===== src/rtl/time_entry_loader.sv =====
`default_nettype none
// ============================================================================
// Module   : time_entry_loader
// Purpose  : Keypad-driven MM:SS BCD entry, normalize, and load/enable
//            sequencing for the MS_Timer counter chain.
// Revision : 1.0 - initial release
// ============================================================================
module time_entry_loader #(
  parameter int MAX_DIGITS = 4
) (
  input  logic       clk,
  input  logic       clear,
  input  logic       key_valid,
  input  logic [3:0] key_code,
  input  logic       start_req,
  input  logic       cancel_req,
  input  logic       timer_zero,
  output logic [3:0] min_tens,
  output logic [3:0] min_units,
  output logic [3:0] sec_tens,
  output logic [3:0] sec_units,
  output logic       load_n,
  output logic       enab_timer,
  output logic [2:0] digit_count,
  output logic       entry_active,
  output logic       done
);

  typedef enum logic [2:0] {
    S_IDLE  = 3'd0,
    S_ENTRY = 3'd1,
    S_LOAD  = 3'd2,
    S_RUN   = 3'd3,
    S_DONE  = 3'd4
  } state_t;

  localparam logic [2:0] C_MAX_DIGITS = 3'(MAX_DIGITS);

  state_t      state_q, state_d;
  logic [15:0] digits_q, digits_d;
  logic [2:0]  count_q, count_d;
  logic        load_n_q, load_n_d;
  logic        enab_timer_q, enab_timer_d;
  logic        entry_active_q, entry_active_d;
  logic        done_q, done_d;

  logic        w_key_digit;
  logic        w_key_ok;
  logic        w_nonzero;
  logic [15:0] w_shifted;
  logic [15:0] w_normalized;

  always_comb begin
    w_key_digit  = key_valid && (key_code <= 4'd9);
    w_key_ok     = w_key_digit && (count_q < C_MAX_DIGITS);
    w_nonzero    = |digits_q;
    w_shifted    = {digits_q[11:0], key_code};
    // Seconds tens above 5 means the user typed e.g. "99": clamp to :59.
    w_normalized = (digits_q[7:4] > 4'd5) ? {digits_q[15:8], 4'd5, 4'd9}
                                          : digits_q;
  end

  always_comb begin
    state_d  = state_q;
    digits_d = digits_q;
    count_d  = count_q;

    if (cancel_req) begin
      state_d  = S_IDLE;
      digits_d = '0;
      count_d  = '0;
    end else begin
      unique case (state_q)
        S_IDLE: begin
          if (w_key_ok) begin
            digits_d = w_shifted;
            count_d  = count_q + 3'd1;
            state_d  = S_ENTRY;
          end
        end
        S_ENTRY: begin
          if (start_req && w_nonzero) begin
            digits_d = w_normalized;
            state_d  = S_LOAD;
          end else if (w_key_ok) begin
            digits_d = w_shifted;
            count_d  = count_q + 3'd1;
          end
        end
        S_LOAD: begin
          state_d = S_RUN;
        end
        S_RUN: begin
          if (timer_zero) begin
            state_d = S_DONE;
          end
        end
        S_DONE: begin
          // A fresh entry starts from a cleared register, so count is not gated.
          if (w_key_digit) begin
            digits_d = {12'd0, key_code};
            count_d  = 3'd1;
            state_d  = S_ENTRY;
          end
        end
        default: begin
          state_d  = S_IDLE;
          digits_d = '0;
          count_d  = '0;
        end
      endcase
    end

    // Outputs are registered from the next state so they align with it.
    load_n_d       = (state_d != S_LOAD);
    enab_timer_d   = (state_d == S_RUN);
    entry_active_d = (state_d == S_ENTRY);
    done_d         = (state_d == S_DONE);
  end

  always_ff @(posedge clk or posedge clear) begin
    if (clear) begin
      state_q        <= S_IDLE;
      digits_q       <= '0;
      count_q        <= '0;
      load_n_q       <= 1'b1;
      enab_timer_q   <= 1'b0;
      entry_active_q <= 1'b0;
      done_q         <= 1'b0;
    end else begin
      state_q        <= state_d;
      digits_q       <= digits_d;
      count_q        <= count_d;
      load_n_q       <= load_n_d;
      enab_timer_q   <= enab_timer_d;
      entry_active_q <= entry_active_d;
      done_q         <= done_d;
    end
  end

  assign min_tens     = digits_q[15:12];
  assign min_units    = digits_q[11:8];
  assign sec_tens     = digits_q[7:4];
  assign sec_units    = digits_q[3:0];
  assign load_n       = load_n_q;
  assign enab_timer   = enab_timer_q;
  assign digit_count  = count_q;
  assign entry_active = entry_active_q;
  assign done         = done_q;

endmodule
`default_nettype wire


===== config.mk =====
export PLATFORM = sky130hd
export DESIGN_NAME = time_entry_loader
export DESIGN_NICKNAME = d
export VERILOG_FILES = /design/src/rtl/time_entry_loader.sv
export SDC_FILE = /design/constraint.sdc
export NUM_CORES = 1
export LEC_CHECK = 0
export ABC_AREA = 1
export CAP_MARGIN = 20
export CORE_ASPECT_RATIO = 1.5
export CORE_UTILIZATION = 50
export CTS_BUF_LIST = sky130_fd_sc_hd__clkbuf_16
export DETAILED_ROUTE_END_ITERATION = 12
export HOLD_SLACK_MARGIN = 0.08
export PLACE_DENSITY = 0.77
export SKIP_LAST_GASP = 1
export SLEW_MARGIN = 30
export SYNTH_ARGS = -nofsm -noshare
export SYNTH_HDL_FRONTEND = slang
export SYNTH_SLANG_ARGS = --single-unit

===== constraint.sdc =====
create_clock -name clk -period 1.8 [get_ports clk]
set_input_delay 0.54 -clock clk [delete_from_list [all_inputs] [get_ports clk]]
set_output_delay 0.54 -clock clk [all_outputs]
set_load 0.02 [all_outputs]

# Word level (Yosys, flattened, before mapping)

Index checks and enable logic that the tools add are counted.

Logic and storage cells: 49
Output and inout port bits: 23
Bits of input ports: 10
Register bits: 26

Eq/ne operators: 12
Mux-type cells: 17
Order comparisons: 3
Add/subtract/negate cells: 1
Reductions and logical operators: 8

Operator list:

| kind                  | count |
|---|---|
| $mux W16              | 4 |
| $pmux W16 S4          | 1 |
| $mux W3               | 9 |
| $reduce_or A16 Y1     | 1 |
| $pmux W3 S5           | 1 |
| $pmux W3 S4           | 1 |
| $eq A3 B2 Y1 const B  | 3 |
| $mux W8               | 1 |
| $eq A3 B1 Y1 const B  | 2 |
| $eq A3 B3 Y1 const B  | 2 |
| $ne A3 B3 Y1 const B  | 2 |
| $reduce_and A3 Y1     | 2 |
| $gt A4 B3 Y1 const B  | 1 |
| $le A4 B4 Y1 const B  | 1 |
| $ne A4 B4 Y1 const B  | 1 |
| $add A3 B1 Y3 const B | 1 |
| $logic_and A1 B1 Y1   | 3 |
| $logic_not A3 Y1      | 1 |
| $lt A3 B3 Y1 const B  | 1 |
| $ne A3 B2 Y1 const B  | 1 |
| $ne A2 B1 Y1 const B  | 1 |
| $reduce_or A2 Y1      | 1 |

# Logic depth before layout (Yosys ltp)

Depth after elaboration: 7
Depth in mapped cells: 12
Depth with buffers taken out: 12

# Worst setup path before layout

No wires, ideal clock.

Path type: input-to-reg
Start: in key_code[1]
End: reg digits_q[10]
Setup slack: 0.313 ns
Buffers on the path: 1
Setup time: 0.117 ns
Arrival time: 1.370 ns
Required time: 1.683 ns
Stages on the path: 11
Path through: o21ai_4 > nand3_4 > clkinv_2 > buf_8 > nand2_2 > o21ai_2 > inv_2 > nand3_1 > nand2_1 > nand2_1 > nand2_1

Cells in the longest elaborated chain, start to end: 7
Elaborated cells between the ends (all ways): 9
Classes of those cells: 1 x order compare; 1 x eq/ne; 4 x mux; 3 x reduce/logical

RTL lines:

| what                   | RTL line | RTL |
|---|---|---|
| start, declared        | 14       | `input logic [3:0] key_code,` |
| $le A4 B4 Y1 *         | 54       | `w_key_digit = key_valid && (key_code <= 4'd9);` |
| $logic_and A1 B1 Y1 *  | 54       |  |
| $logic_and A1 B1 Y1    | 55       | `w_key_ok = w_key_digit && (count_q < C_MAX_DIGITS);` |
| $mux W16 (2 in series) | n/a      |  |
| $pmux W16 S4           | n/a      |  |
| $mux W16               | n/a      |  |
| end signal, assigned   | 132      | `digits_q <= digits_d;` |
| end, declared          | 40       | `logic [15:0] digits_q, digits_d;` |

Mark *: on every way between the ends. The rest lies on a longest branch, timed or not. The select of a mux whose other input is x is not followed.
A chain may end at the register's enable or synchronous reset.

# Worst setup path after layout

Start: reg enab_timer_q, in the netlist enab_timer
End: out enab_timer

RTL lines:

| what                   | RTL line | RTL |
|---|---|---|
| start, declared        | 43       | `logic enab_timer_q, enab_timer_d;` |
| start signal, assigned | 135      | `enab_timer_q <= enab_timer_d;` |
| end, declared          | 23       | `output logic enab_timer,` |

No word-level cell between the ends.

==> impl_metrics.csv <==
group,metric,value,unit
hold_path,min_delay_path_depth,2,
critical_path,crit_fanout,1,
global_route,gr-total-overflow,0,
floorplanning,fp.dieH,74.2,um
yosys,ys_types,28,
critical_path,cp_slowest_cell,"clkdlybuf4s50_1",
clocking,clkTransAtPathRegs,70,ps
layout,syn_to_final_growth,33.2,%
critical_path,crit_path_max_incr_delay,610,ps
timing,period_needed,1760,ps
yosys,synth_nets,252,
clocking,cts_tree,"done",
power,p_per_area,973,nW/um2
critical_path,arrival,1220,ps
layout,antenna_cells,0,
yosys,ys_ff_latch,26,
critical_path,reg2reg_depth,11,
detailed_routing,totalWireLength,4.33,mm
clocking,clockBufferDepth,2,
layout,fill_cells,263,
timing,rsz0062_at_grt,"false",
timing,hold_viol,0,
hold_path,min_path_type,"register to register",
floorplanning,start_util,0.539,
critical_path,crit_type,"register to output port",
critical_path,r2r-start,"digits_q[10]",
clocking,ctsHoldBuffers,0,
global_route,grt_pass1_vias,1617,
critical_path,worstPathBufferInverterCount,1,
timing,fin_skew,3.52,ps
critical_path,crit_chain,"clkdlybuf4s50_1",
detailed_routing,drc,0,
detailed_routing,vias,1697,
layout,mostFrequentLayoutCells,"nand2_1 (74), inv_1 (25), dfrtp_1 (25)",
critical_path,startpoint_type,"register",
timing,max_freq,567,MHz
critical_path,crit_family,"buffers and inverters",
power,power.leakage,1.33,nW
layout,drive_gt1_frac,0.228,
clocking,cts-root-buf,"clkbuf_16",
clocking,htreeDepth,1,
clocking,clk_latency,260,ps
layout,fin_nets,301,
detailed_routing,drt-pass1-iter-count,4,
floorplanning,core_area,3220,um2
power,p_total,2.25,mW
layout,final_common_cell,"nand2_1",
detailed_routing,wl_per_cell,13.2,um
detailed_routing,route.met2.wl,2.34,mm
yosys,avgSynthCellArea,7.21,um2
timing,maxSlewHeadroom,0.720,
critical_path,cp.required,1260,ps
hold_path,hold_path_end,"digits_q[4]",
global_route,grt_first_pass_wirelength,7.12,mm
timing,maxSlewViolCount,0,
placed_design,hpwlAfterDp,3.23,mm
placed_design,io_buffers,32,
floorplanning,num_rows,25,
critical_path,r2r-end,"digits_q[0]",
placed_design,gp_congestion,0.907,
yosys,seq_area_frac_synth,0.375,
yosys,yosys_warnings,0,
critical_path,r2r_slack,160,ps
detailed_routing,top_layer_used,"met4",
floorplanning,io_pins,33,
timing,setup_viol,0,
hold_path,min_from,"digits_q[4]",
detailed_routing,m1WireLength,1.65,mm
clocking,cts_made_buffers,3,
flow_run,drv_cap,0,
global_route,track_usage,0.257,
global_route,antenna_found_initial,0,
floorplanning,fp.dieW,50.1,um
layout,final_util,0.718,
detailed_routing,dr_wl_met3,216,um
detailed_routing,dr.first_iter.drc_count,57,
detailed_routing,final_antenna_net_count,0,
floorplanning,die_area,3720,um2
critical_path,cp-end-kind,"output port",
yosys,synthCells,241,
detailed_routing,avgViaCountPerCell,5.16,
yosys,synth_area,1740,um2
timing,tightest_slew,419,ps
timing,fin_crit_sh,0.979,
clocking,cts_sinks,26,
global_route,grt_max_degree,18,
run_status,status,"finished clean",
power,irDropWorstVdd,0.681,mV
## how the worst max path moves through the flow
stage / from / end / slack (ps) / cells after the start
floorplan: key_code[1] / digits_q[10] / 310 / 11
CTS: digit_count[1] / digit_count[1] / 5 / 1
global placement: key_code[1] / digits_q[0] / -240 / 10
detailed placement: key_code[1] / digits_q[12] / -270 / 11
finish: enab_timer / enab_timer / 40 / 1
global route: key_valid / digits_q[7] / 9 / 9
## power breakdown
group          switching, mW  internal (mW)
combinational          0.534          0.328
clock                  0.211          0.443
sequential            0.0749          0.662
total                  0.820           1.43
## flip-flops by register name (all words and copies together), names as in the netlist
name and flops:
state_q 3, done 1, entry_active 1, enab_timer 1
digit_count 3, digits_q 16, load_n 1
## metrics by stage
step / setup TNS (ps) / setup WS [ps] / hold WS (ps) / cells / instance area, um2
3_5_place_dp: -4700 / -266 / 519 / 325 / 2220
3_3_place_gp: -4310 / -241 / 516 / 325 / 2220
2_1_floorplan: 0 / 313 / 564 / 241 / 1740
6_report: 0 / 37.6 / 531 / 329 / 2310
4_1_cts: 0 / 5.38 / 534 / 329 / 2310
5_1_grt: 0 / 8.63 / 556 / 329 / 2310
## timing repair
action | CTS | global route
pin swaps | 1 | 0
endpoints found under the setup margin | 23 | 5
resized for setup | 17 | 3
buffers inserted | 0 | 0
## cell type report
type / instances / area, um2 / share of cell area
clock buffers: 3 / 75.1 / 0.0324
clock inverters: 1 / 30.0 / 0.0130
inverters: 40 / 158 / 0.0681
multi-input cells: 170 / 892 / 0.385
flip-flops and latches: 26 / 652 / 0.282
well taps: 40 / 50.0 / 0.0216
repair buffers: 49 / 458 / 0.198
## cells in the mapped netlist, drive strengths merged
cell type  count  area (um2)
clkinv         1        5.00
o21ai         23         153
buf            4        36.3
nand4          5        31.3
ha             1        12.5
nand3         23         150
clkbuf         1        3.75
nand3b         1        20.0
nor2          21        95.1
inv           39         151
a21oi         10        61.3
dfrtp         25         626
nor3           1        5.00
nand2         85         362
dfstp          1        26.3
## routing by layer
metal / GRT usage / up-vias
li1: - / 861
met1: 0.277 / 771
met2: 0.474 / 54
met3: 0.0348 / 11
met4: 0.149 / 0
met5: 0 / -
## kinds of logic (layout without fill, tap and decap cells)
| kind of cell | after synthesis | count (layout) | share of synthesized area |
|---|---|---|---|
| flops | 26 | 26 | 0.375 |
| compound gates | 33 | 33 | 0.123 |
| fa+ha+maj | 1 | 1 | 0.00720 |
| buf+inv | 45 | 93 | 0.113 |
| simple gates | 136 | 136 | 0.382 |
No activity file was read; power rests on OpenSTA's default activity.
